<file path="config.mk">
export PLATFORM = sky130hd
export DESIGN_NAME = ldm_stm_sequencer
export DESIGN_NICKNAME = d
export VERILOG_FILES = /design/src/rtl/ldm_stm_sequencer.sv
export SDC_FILE = /design/constraint.sdc
export NUM_CORES = 1
export LEC_CHECK = 0
export ABC_AREA = 1
export ABC_CLOCK_PERIOD_IN_PS = 5200
export CAP_MARGIN = 20
export CORE_MARGIN = 5
export CORE_UTILIZATION = 44
export CTS_BUF_LIST = sky130_fd_sc_hd__clkbuf_4
export CTS_CLUSTER_SIZE = 20
export DETAILED_ROUTE_END_ITERATION = 16
export HOLD_SLACK_MARGIN = 0.05
export PLACE_DENSITY = 0.8
export SLEW_MARGIN = 20
export SYNTH_ARGS = -nofsm -noshare
export SYNTH_HDL_FRONTEND = slang
export SYNTH_SLANG_ARGS = --single-unit
</file>
<file path="constraint.sdc">
create_clock -name clock -period 5.2 [get_ports clock]
set_input_delay 0.52 -clock clock [delete_from_list [all_inputs] [get_ports clock]]
set_output_delay 0.52 -clock clock [all_outputs]
set_load 0.01 [all_outputs]
</file>
<file path="src/rtl/ldm_stm_sequencer.sv">
// rtl/ldm_stm_sequencer.sv - LDM/STM block-transfer sequencer; base writeback under LDM_STM_BASE_WB_EN
module ldm_stm_sequencer #(
    parameter int ADDR_W = 32,
    parameter int DATA_W = 32
) (
    input  logic              clock,
    input  logic              reset,
    input  logic              start,
    input  logic              is_load,
    input  logic              pre_index,
    input  logic              up,
    input  logic              wb_en,
    input  logic [3:0]        base_reg,
    input  logic [ADDR_W-1:0] base_addr,
    input  logic [15:0]       reg_list,
    input  logic [DATA_W-1:0] store_data,
    input  logic              mem_ready,
    input  logic [DATA_W-1:0] mem_rdata,
    output logic [3:0]        rd_reg_num,
    output logic              mem_req,
    output logic              mem_we,
    output logic [ADDR_W-1:0] mem_addr,
    output logic [DATA_W-1:0] mem_wdata,
    output logic              reg_write,
    output logic [3:0]        write_reg,
    output logic [DATA_W-1:0] write_data,
    output logic              busy,
    output logic              done
);

    localparam logic [2:0] S_IDLE  = 3'd0;
    localparam logic [2:0] S_SETUP = 3'd1;
    localparam logic [2:0] S_XFER  = 3'd2;
    localparam logic [2:0] S_DONE  = 3'd4;
`ifdef LDM_STM_BASE_WB_EN
    localparam logic [2:0] S_WB    = 3'd3;
`endif
    localparam logic [ADDR_W-1:0] FOUR = ADDR_W'(4);

    logic [2:0]        state_q, state_d;
    logic [15:0]       list_q, list_d;
    logic              is_load_q, is_load_d;
    logic              pre_q, pre_d;
    logic              up_q, up_d;
    logic [ADDR_W-1:0] addr_q, addr_d;
`ifdef LDM_STM_BASE_WB_EN
    logic              wb_q, wb_d;
    logic [3:0]        base_reg_q, base_reg_d;
    logic [ADDR_W-1:0] final_base_q, final_base_d;
`else
    logic              unused_wb_inputs;
    assign unused_wb_inputs = wb_en ^ (|base_reg);
`endif

    logic [4:0]        n;
    logic [3:0]        cur;
    logic [ADDR_W-1:0] n4;

    always_comb begin
        n   = '0;
        cur = '0;
        for (int i = 0; i < 16; i++) n = n + 5'(list_q[i]);
        for (int i = 15; i >= 0; i--) if (list_q[i]) cur = 4'(i);
    end

    assign n4   = ADDR_W'({n, 2'b00});
    assign busy = (state_q != S_IDLE);

    always_comb begin
        state_d    = state_q;
        list_d     = list_q;
        is_load_d  = is_load_q;
        pre_d      = pre_q;
        up_d       = up_q;
        addr_d     = addr_q;
`ifdef LDM_STM_BASE_WB_EN
        wb_d         = wb_q;
        base_reg_d   = base_reg_q;
        final_base_d = final_base_q;
`endif
        rd_reg_num = '0;
        mem_req    = 1'b0;
        mem_we     = 1'b0;
        mem_addr   = '0;
        mem_wdata  = '0;
        reg_write  = 1'b0;
        write_reg  = '0;
        write_data = '0;
        done       = 1'b0;

        case (state_q)
            S_IDLE: begin
                if (start) begin
                    state_d   = S_SETUP;
                    list_d    = reg_list;
                    is_load_d = is_load;
                    pre_d     = pre_index;
                    up_d      = up;
                    addr_d    = base_addr;
`ifdef LDM_STM_BASE_WB_EN
                    // An LDM that reloads its own base keeps the loaded value.
                    wb_d       = wb_en && !(is_load && reg_list[base_reg]);
                    base_reg_d = base_reg;
`endif
                end
            end
            S_SETUP: begin
                case ({pre_q, up_q})
                    2'b01:   addr_d = addr_q;
                    2'b11:   addr_d = addr_q + FOUR;
                    2'b00:   addr_d = addr_q - n4 + FOUR;
                    default: addr_d = addr_q - n4;
                endcase
`ifdef LDM_STM_BASE_WB_EN
                final_base_d = up_q ? (addr_q + n4) : (addr_q - n4);
`endif
                state_d = (n == 5'd0) ? S_DONE : S_XFER;
            end
            S_XFER: begin
                rd_reg_num = cur;
                mem_req    = 1'b1;
                mem_we     = ~is_load_q;
                mem_addr   = {addr_q[ADDR_W-1:2], 2'b00};
                mem_wdata  = is_load_q ? '0 : store_data;
                if (mem_ready) begin
                    if (is_load_q) begin
                        reg_write  = 1'b1;
                        write_reg  = cur;
                        write_data = mem_rdata;
                    end
                    list_d = list_q & ~(16'd1 << cur);
                    addr_d = addr_q + FOUR;
                    if (list_d == 16'd0) begin
`ifdef LDM_STM_BASE_WB_EN
                        state_d = wb_q ? S_WB : S_DONE;
`else
                        state_d = S_DONE;
`endif
                    end
                end
            end
`ifdef LDM_STM_BASE_WB_EN
            S_WB: begin
                reg_write  = 1'b1;
                write_reg  = base_reg_q;
                write_data = DATA_W'(final_base_q);
                state_d    = S_DONE;
            end
`endif
            S_DONE: begin
                done    = 1'b1;
                state_d = S_IDLE;
            end
            default: state_d = S_IDLE;
        endcase
    end

    always_ff @(posedge clock) begin
        if (reset) begin
            state_q   <= S_IDLE;
            list_q    <= '0;
            is_load_q <= 1'b0;
            pre_q     <= 1'b0;
            up_q      <= 1'b0;
            addr_q    <= '0;
`ifdef LDM_STM_BASE_WB_EN
            wb_q         <= 1'b0;
            base_reg_q   <= '0;
            final_base_q <= '0;
`endif
        end else begin
            state_q   <= state_d;
            list_q    <= list_d;
            is_load_q <= is_load_d;
            pre_q     <= pre_d;
            up_q      <= up_d;
            addr_q    <= addr_d;
`ifdef LDM_STM_BASE_WB_EN
            wb_q         <= wb_d;
            base_reg_q   <= base_reg_d;
            final_base_q <= final_base_d;
`endif
        end
    end

endmodule
</file>
==> key figures <==
Yosys
  • Synth Cell Area: approximately 7100 sq um
  • Synthesis Warnings: 0
  • Mean post-synth cell area: 5.53 sq um
  • Post-synthesis sequential area ratio: 14.7%
  • Dominant synthesized flop cell: dfxtp_1
  • Yosys reg bits: 52
  • Post-synth EDFFs: 0
  • Area leader, netlist: dfxtp_1
  • Synth area leaders: dfxtp_1 15%, nand2_1 14%, nor2_1 11%
  • Yosys top cell area share: 14.7%
  • Post-synth cell types: 45
  • Async set-or-reset flop fraction in the synthesized netlist: 0%
  • Post-synthesis cell count: roughly 1300

STA
  • RSZ-0062 raised after global routing: true
  • Max Slew Vio Count: 0
  • Worst Skew: 0.0155 ns
  • Final hold viol count: 0
  • Tightest Pin Transition: between 1 and 1.5 ns
  • Slew headroom: 25.2%
  • Setup tns final: -11.44 ns
  • Fmax: 0.173 GHz
  • PnR worst setup slack: -0.588 ns
  • Post-route minimum period: slightly below 6 ns
  • Crit share post-route: 111%
  • Final setup vio count: 25

Floorplan
  • Core Footprint: 15800 sq um
  • DIE HEIGHT: roughly 140 microns
  • Row count: 46
  • Die Wd: roughly 140 microns
  • Initial Util: 44.6%
  • Die area: 18700 sq um
  • Top Ports: approximately 230

Clock tree
  • Num CTS Buffers: 5
  • CTS sink count: 52
  • Clock transition at path regs: 0.18 ns
  • Worst-skew pair later-pin latency: 0.45 ns
  • H-tree depth: 2
  • Root buffer cell: clkbuf_4
  • TritonCTS clock tree: built
  • CTS max path bufs: 2

Setup path
  • Reg2reg setup slack: -0.59 ns
  • Req. time, crit path: around 5.6 ns
  • Max incr delay on CP: between 0.5 and 0.6 ns
  • CP Launch Type: flop
  • Delay-heaviest family, CP: adder cells
  • Arrival time worst endpoint: about 6.2 ns
  • Crit path buf inv count: 2
  • Slowest-stage cell, CP: fa_1
  • R2R depth: 27
  • CP max FO: 5
  • WP depth: 27
  • Worst setup path class: flop to flop
  • Type of destination of the critical path: flop
  • Most frequent CP cell: nand3_1

Finish
  • Fillers: 1401
  • Area taken by flip-flops and latches: 1050 sq um
  • Layout area overhead: 55.5%
  • Post-Route Utilization: 69.3%
  • Commonest non-fill, non-tap cell in the layout: nand2_1
  • Fin nets: approximately 1700
  • Most frequent cells in the layout: 256 x nand2_1, 223 x clkdlybuf4s50_1, 187 x nor2_1
  • Proportion of layout cells with a drive suffix above 1: a little under a fifth
  • Multi-input combinational cell area: 5670 sq um
  • Final Instance Area: 11000 sq um

Placed design
  • Area after DPL: 10200 sq um
  • Pre-CTS setup slack: -0.485 ns
  • Routability Congestion: 1.06
  • Port Buf Inserts: 223
  • DP HPWL: roughly 24 mm

GRT
  • Vias in the first global route: 8989
  • Tot GR Track Use: 31.6%
  • First-pass GRT wire length: 47.0 mm
  • Largest net degree at the start of global routing: 52
  • Total gr overflow: 0
  • Antenna violations before repair: 1

Flow run
  • Max_cap viols: 0

Routing
  • Drt wl/cell: around 18 microns
  • Vias: approximately 10000
  • Antenna viol nets, final: 0
  • Average vias per placed instance: around 5.6
  • DRT Pass-1 Iters: 9
  • Detailed Route Iter0 Violations: 1083
  • DRC errors left: 0
  • Routed WL: 31.8 mm

Worst hold path
  • Worst Hold Depth: 2
  • Hold Path Class: flop to flop

Run status
  • Outcome: finished with violations
  • Failing checks: setup timing
==> state kept, by name (all words and copies together), names as in the netlist <==
name       cells
addr_q        30
is_load_q      1
list_q        16
pre_q          1
state_q        3
up_q           1
==> area by class of cell <==
| class | count | area share (%) |
|---|---|---|
| Multi-Input combinational cell | 975 | 51.6 |
| Timing Repair Buffer | 338 | 28.8 |
| Sequential cell | 52 | 9.56 |
| Inverter | 193 | 6.62 |
| Tap cell | 216 | 2.46 |
| Clock inverter | 2 | 0.547 |
| Clock buffer | 5 | 0.342 |
| Antenna cell | 1 | 0.0228 |
==> repair_timing <==
action / CTS / global route
setup buffers: 7 / 13
gates cloned: 0 / 0
pin swaps: 32 / 43
hold buffers: 0 / 0
endpoints found under the setup margin: 25 / 26
gates resized for setup: 50 / 80
==> Yosys cell counts, types with 8 or more instances <==
cell and n:
nand2_1 272, nor2_1 206, inv_1 185, nand3_1 110
a21oi_1 72, o21ai_0 72, dfxtp_1 52, clkbuf_1 47
nand4_1 32, xor2_1 28, o211ai_1 24, nor3_1 22
ha_1 15, nor2_2 15, nand2_2 12, fa_1 11
or2_2 11, a221oi_1 9, nor4_1 9, a31oi_1 8
==> per-stage QoR <==
| stage | hold WS [ns] | instances |
|---|---|---|
| 2_1_floorplan | 0.445 | 1278 |
| 5_1_grt | 0.503 | 1782 |
| 4_1_cts | 0.485 | 1767 |
| 6_report | 0.482 | 1782 |
| 3_3_place_gp | 0.456 | 1753 |
| 3_5_place_dp | 0.463 | 1753 |
==> tightest hold or removal path, cell delays in order, from the launching register on <==
cell	delay [ns]
dfxtp_2	0.36
nand2_1	0.05
a21oi_1	0.05
==> routing by layer <==
layer / part of all wire [%] / GRT usage, %
met1: 39 / 40.4
met2: 47 / 52.1
met3: 9.5 / 7.10
met5: 0 / 0
met4: 4.2 / 11.5
==> final timing paths <==
| path | from | to |
|---|---|---|
| min | list_q[0] | list_q[0] |
| min reg2reg | list_q[0] | list_q[0] |
| max | list_q[0] | addr_q[22] |
| max reg2reg | list_q[0] | addr_q[22] |
==> logic make-up after synthesis <==
kind of cell / after synthesis / share of synthesized area, %
other: 1 / 0.0531
buffers and inverters: 251 / 13.5
DFF: 52 / 14.7
AOI/OAI and AO/OA: 210 / 17.4
and+or+nand+nor: 703 / 44.0
xor gates and xnor gates: 34 / 4.54
adders and majority gates: 26 / 5.78
Power is left out: the tool's default activity adds up to more than one toggle a clock period on the data nets, which glitch-free logic cannot reach.
